<file path="src/rtl/booth_pkg.sv">
// ----------------------------------------------------------------------------
// booth_pkg
// Shared definitions for the radix-4 Booth multiplier:
//   state_t  - controller states (IDLE, CALC, DONE)
//   digit_t  - Booth digit code packed as {neg, one, two}
//   DIG_*    - the five legal Booth digits in that packing
//   clog2    - ceiling log2, used to size the iteration counter
// ----------------------------------------------------------------------------
package booth_pkg;

  typedef enum logic [1:0] {
    IDLE = 2'd0,
    CALC = 2'd1,
    DONE = 2'd2
  } state_t;

  // Digit code is {neg, one, two}: magnitude select plus sign.
  typedef logic [2:0] digit_t;

  localparam digit_t DIG_ZERO = 3'b000;
  localparam digit_t DIG_P1   = 3'b010;
  localparam digit_t DIG_P2   = 3'b001;
  localparam digit_t DIG_M1   = 3'b110;
  localparam digit_t DIG_M2   = 3'b101;

  // Ceiling log2; returns 0 for value <= 1.
  function automatic int clog2(input int value);
    int r;
    r = 0;
    for (int v = value - 1; v > 0; v = v >> 1) begin
      r = r + 1;
    end
    return r;
  endfunction

endpackage

</file>
<file path="src/rtl/booth_r4_encoder.sv">
// ----------------------------------------------------------------------------
// booth_r4_encoder
// Combinational radix-4 Booth recoder. Maps the 3-bit multiplier window
// {q[2i+1], q[2i], q[2i-1]} to a digit in {0, +1, +2, -1, -2}.
// Ports:
//   window - input  [2:0] multiplier window
//   neg    - output       digit is negative
//   one    - output       digit magnitude is 1
//   two    - output       digit magnitude is 2
// ----------------------------------------------------------------------------
module booth_r4_encoder
  import booth_pkg::*;
(
  input  logic [2:0] window,
  output logic       neg,
  output logic       one,
  output logic       two
);

  digit_t digit;

  always_comb begin
    digit = DIG_ZERO;
    case (window)
      3'b001,
      3'b010:  digit = DIG_P1;
      3'b011:  digit = DIG_P2;
      3'b100:  digit = DIG_M2;
      3'b101,
      3'b110:  digit = DIG_M1;
      default: digit = DIG_ZERO;  // 000 and 111 both encode zero
    endcase
  end

  assign {neg, one, two} = digit;

endmodule

</file>
<file path="src/rtl/booth_radix4_mult.sv">
// ----------------------------------------------------------------------------
// booth_radix4_mult
// Sequential radix-4 Booth multiplier, two multiplier bits retired per cycle.
// Operands are widened by two bits (sign- or zero-extended by is_signed) so a
// single signed Booth datapath serves both modes.
// Parameters:
//   WIDTH        - operand width, even and >= 4; result is 2*WIDTH bits
// Ports:
//   clk          - input   rising-edge clock
//   rst          - input   asynchronous active-low reset
//   start        - input   launch request, only honoured in IDLE
//   is_signed    - input   1 = two's-complement, 0 = unsigned (sampled w/ start)
//   multiplicand - input   operand A (sampled with start)
//   multiplier   - input   operand B (sampled with start)
//   busy         - output  high in CALC and DONE
//   done         - output  one-cycle pulse, result valid in that cycle
//   result       - output  product, held until the next DONE
// Timing: start sampled at edge k, N = WIDTH/2+1 iterations on edges
// k+1..k+N, result registered and DONE entered at edge k+N+1, back to IDLE
// at edge k+N+2.
// ----------------------------------------------------------------------------
module booth_radix4_mult
  import booth_pkg::*;
#(
  parameter int WIDTH = 16
) (
  input  logic                 clk,
  input  logic                 rst,
  input  logic                 start,
  input  logic                 is_signed,
  input  logic [WIDTH-1:0]     multiplicand,
  input  logic [WIDTH-1:0]     multiplier,
  output logic                 busy,
  output logic                 done,
  output logic [2*WIDTH-1:0]   result
);

  localparam int EW = WIDTH + 2;       // extended operand width
  localparam int N  = EW / 2;          // Booth iterations
  localparam int AW = EW + 2;          // upper accumulator, two guard bits for +/-2A
  localparam int CW = clog2(N + 1);    // counter must reach N
  localparam int RW = 2 * WIDTH;

  localparam logic [CW-1:0] LAST_CNT = CW'(N);

  // The product accumulator is {hi_q, q_q}: the upper half collects the
  // partial sums while the multiplier is shifted out of the lower half.
  // The extended operands already encode the mode, so the mode bit itself
  // does not need to be kept past the launch edge.
  state_t                  state_q, state_d;
  logic signed [EW-1:0]    a_q, a_d;
  logic signed [AW-1:0]    hi_q, hi_d;
  logic        [EW-1:0]    q_q, q_d;
  logic                    qm1_q, qm1_d;
  logic        [CW-1:0]    cnt_q, cnt_d;
  logic        [RW-1:0]    result_q, result_d;

  logic                    dig_neg;
  logic                    dig_one;
  logic                    dig_two;
  logic signed [AW-1:0]    a_wide;
  logic signed [AW-1:0]    mag;
  logic signed [AW-1:0]    addend;
  logic signed [AW-1:0]    sum;

  booth_r4_encoder u_enc (
    .window ({q_q[1], q_q[0], qm1_q}),
    .neg    (dig_neg),
    .one    (dig_one),
    .two    (dig_two)
  );

  // Partial-product adder: hi + digit * A
  always_comb begin
    a_wide = {{2{a_q[EW-1]}}, a_q};
    mag    = '0;
    if (dig_two) begin
      mag = a_wide <<< 1;
    end else if (dig_one) begin
      mag = a_wide;
    end
    addend = dig_neg ? -mag : mag;
    sum    = hi_q + addend;
  end

  // Next-state and register updates
  always_comb begin
    state_d  = state_q;
    a_d      = a_q;
    hi_d     = hi_q;
    q_d      = q_q;
    qm1_d    = qm1_q;
    cnt_d    = cnt_q;
    result_d = result_q;

    case (state_q)
      IDLE: begin
        if (start) begin
          a_d     = {{2{is_signed & multiplicand[WIDTH-1]}}, multiplicand};
          q_d     = {{2{is_signed & multiplier[WIDTH-1]}}, multiplier};
          hi_d    = '0;
          qm1_d   = 1'b0;
          cnt_d   = '0;
          state_d = CALC;
        end
      end

      CALC: begin
        if (cnt_q == LAST_CNT) begin
          // All digits consumed; low 2*WIDTH bits are exact in both modes.
          result_d = RW'({hi_q, q_q});
          state_d  = DONE;
        end else begin
          // Arithmetic shift of {sum, q} right by two.
          hi_d  = sum >>> 2;
          q_d   = {sum[1:0], q_q[EW-1:2]};
          qm1_d = q_q[1];
          cnt_d = cnt_q + CW'(1);
        end
      end

      DONE: begin
        state_d = IDLE;
      end

      default: begin
        state_d = IDLE;
      end
    endcase
  end

  always_ff @(posedge clk or negedge rst) begin
    if (!rst) begin
      state_q  <= IDLE;
      a_q      <= '0;
      hi_q     <= '0;
      q_q      <= '0;
      qm1_q    <= 1'b0;
      cnt_q    <= '0;
      result_q <= '0;
    end else begin
      state_q  <= state_d;
      a_q      <= a_d;
      hi_q     <= hi_d;
      q_q      <= q_d;
      qm1_q    <= qm1_d;
      cnt_q    <= cnt_d;
      result_q <= result_d;
    end
  end

  assign busy   = (state_q == CALC) || (state_q == DONE);
  assign done   = (state_q == DONE);
  assign result = result_q;

endmodule

</file>
<file path="config.mk">
export PLATFORM = sky130hd
export DESIGN_NAME = booth_radix4_mult
export DESIGN_NICKNAME = d
export VERILOG_FILES = /design/src/rtl/booth_pkg.sv /design/src/rtl/booth_r4_encoder.sv /design/src/rtl/booth_radix4_mult.sv
export SDC_FILE = /design/constraint.sdc
export NUM_CORES = 1
export LEC_CHECK = 0
export BUFFER_PORTS_ARGS = -buffer_cell sky130_fd_sc_hd__clkbuf_2
export CORE_ASPECT_RATIO = 1.25
export CORE_MARGIN = 10
export CORE_UTILIZATION = 53
export DETAILED_ROUTE_END_ITERATION = 16
export HOLD_SLACK_MARGIN = 0.1
export PLACE_DENSITY = 0.75
export SLEW_MARGIN = 25
export SYNTH_ARGS = -nofsm -noshare
export SYNTH_HDL_FRONTEND = slang
export SYNTH_HIERARCHICAL = 1
export SYNTH_SLANG_ARGS = --single-unit
</file>
<file path="constraint.sdc">
create_clock -name clk -period 4.13 [get_ports clk]
set_input_delay 0.413 -clock clk [delete_from_list [all_inputs] [get_ports clk]]
set_output_delay 0.413 -clock clk [all_outputs]
set_load 0.1 [all_outputs]
</file>
==> flow_summary.json <==
{
  "status": "finished, final reports clean",
  "antenna_found_initial": 0,
  "holdWs_ns": 0.119,
  "tightest_slew_ns": 0.803,
  "syn2layout_area_growth_pct": 19.5,
  "drive_gt1_share_pct": 30.7,
  "critPathKind": "reg -> reg",
  "r2r_slack_ns": 0.12,
  "route.detailed.drc": 0,
  "rows": 40,
  "synth_top_family_by_area": "compound AO/OA/AOI/OAI gates",
  "hold_viol_final": 0,
  "fmax_mhz": 249,
  "netlist.area_leader.share_pct": 43.6,
  "dp_hpwl_mm": 8.93,
  "crit_fanout": 8,
  "slew_headroom_pct": 46.4,
  "grt_use_total_pct": 17.5,
  "setup_viol": 0,
  "path_clk_slew_ns": 0.07,
  "synthXorXnorAreaFrac_pct": 5.81,
  "max_stage_delay_ns": 0.51,
  "cp-start-kind": "register",
  "grt_pass1_vias": 4272,
  "drt_first_pass_iters": 5,
  "clock_skew_ns": 0.00671,
  "drt-total-wl_mm": 12.5,
  "path_depth": 16,
  "period_share_pct": 97.2,
  "cts_tree": "built",
  "yosysTopAreaCell": "dfrtp_1",
  "synth_cells": 522,
  "ys_top_cells_by_count": "92 x dfrtp_1, 64 x o21ai_0, 63 x nand2_1",
  "clock_latency_ns": 0.35,
  "htree_levels": 3,
  "ios": 70,
  "hp-class": "in -> async",
  "synthSimpleGateAreaFrac_pct": 10.4,
  "dieArea_mm2": 0.0144,
  "start_util_pct": 54.7,
  "clk_path_buf_depth": 2,
  "yosysSeqAreaShare_pct": 43.6,
  "synth_area_leaders": "dfrtp_1 44%, mux2_2 10%, ha_1 6.6%, o21ai_0 6.1%, nand2_1 4.5%",
  "crit_buf_inv": 2,
  "grt_max_degree": 57,
  "syn_area_mm2": 0.00528,
  "final_net_count": 666,
  "cp-end-kind": "register",
  "die_w_um": 109,
  "vias": 4245,
  "avgSynthCellArea_um2": 10.1,
  "routabilityCongestion": 0.900,
  "finalSetupTns_ns": 0,
  "synth_top_flop_cell": "dfrtp_1",
  "vias_per_cell": 5.80,
  "synthAdderAreaFrac_pct": 7.01,
  "overflow": 0,
  "synthMuxAreaShare_pct": 12.9,
  "core_area_mm2": 0.00966,
  "num_antenna_cells": 0,
  "period_needed_ns": 4.01,
  "r2r_cells": 16,
  "yosys_warnings": 6,
  "drv_slew": 0,
  "placed_cell_area_mm2": 0.00580,
  "grt_pass1_wl_mm": 20.6,
  "ys_types": 55,
  "crit_family": "simple AND/OR/NAND/NOR gates",
  "drt_iter0_markers": 166,
  "syn_nets": 587,
  "synth_compound_gate_area_share_pct": 17.3,
  "cp_cell_sequence": "or3b_1 > o21ai_2 > buf_6 > nor2b_1 > o32a_1 > a2111o_1 > nand2b_4 > nand2_1 > xor2_2 > ha_1 > nor2b_2 > a311oi_2 > o31a_1 > buf_4 > or4_1 > nand3_1",
  "root_buffer": "clkbuf_16",
  "design_area_mm2": 0.00631,
  "cts_buffers": 9,
  "synth.most_common_cell": "dfrtp_1",
  "ys_async_sr_fraction_pct": 100,
  "wire_per_inst_um": 17.1,
  "cts_sinks": 92,
  "drv_cap": 0,
  "fp.dieH_um": 132,
  "cp_slowest_cell": "a2111o_1",
  "portBuffers": 69,
  "cp.required_ns": 4.42,
  "synth-edff-count": 0,
  "antenna_left": 0,
  "rsz0062_at_grt": "true",
  "ys_ff_latch": 92,
  "arrival_ns": 4.30
}
==> sequential cells by signal, indices dropped and copies added (netlist names) <==
signal and flops:
result 32, state_q 2, qm1_q 1, cnt_q 4, a_q 17, q_q 18
hi_q 18
==> per-stage QoR <==
stage / utilization [%] / cells / worst slack, ns
6_report: 65.3 / 732 / 0.117
5_1_grt: 65.3 / 732 / -0.0446
4_1_cts: 63.3 / 720 / 0.0214
3_5_place_dp: 60.1 / 704 / -0.00290
3_3_place_gp: 60.1 / 704 / 0.0835
2_1_floorplan: - / 522 / -0.0846
==> cell usage in the layout, fill, tap and decap left out, drive strengths merged, types with 4 or more instances in the layout <==
cell type	n
mux2	48
nand2b	5
nand4	5
a21o	9
xor2	24
mux2i	14
inv	13
buf	30
a22oi	14
nand3	6
o31ai	4
a31oi	4
ha	28
dfrtp	92
nand2	63
clkbuf	77
xnor2	11
or3	5
a21oi	18
o21ai	69
nor2b	6
nor2	16
==> metal layers <==
layer  wire (um)  share of wire (%)  vias to the layer above  GRT usage [%]
met4         382                3.0                        0           9.13
met3         598                4.8                       24           3.52
met5           0                  0                        -              0
li1            -                  -                     2040              -
met1        5200                 41                     2065           20.8
met2        6370                 51                      116           28.8
==> path summary, 6_finish.rpt <==
kind / to / startpoint
max: hi_q[16] / q_q[0]
min: result[30] / rst
max reg2reg: hi_q[16] / q_q[0]
min reg2reg: result[29] / result[29]
max in group asynchronous: result[16] / rst
min in group clk: a_q[6] / multiplicand[6]
==> kinds of logic after synthesis <==
group / after synthesis
compound gates: 145
simple gates: 120
flops: 92
mux: 62
buf+inv: 39
xor+xnor: 35
fa+ha+maj: 29
==> area by class of cell <==
cell class,count,area (um2)
fill,767,3350
multi-input combinational,391,2930
inverter,9,33.8
tap,126,158
clock inverter,7,82.6
sequential,92,2300
clock buffer,9,225
timing repair buffer,98,573
==> repair_timing <==
action,4_1_cts,5_1_grt
endpoints found under the hold margin,0,0
gates resized for setup,1,22
setup endpoints to repair,1,8
hold buffers,0,0
pin swaps,1,19
buffers inserted,0,12
Power is left out: the tool's default activity adds up to more than one toggle a clock period on the data nets, which glitch-free logic cannot reach.
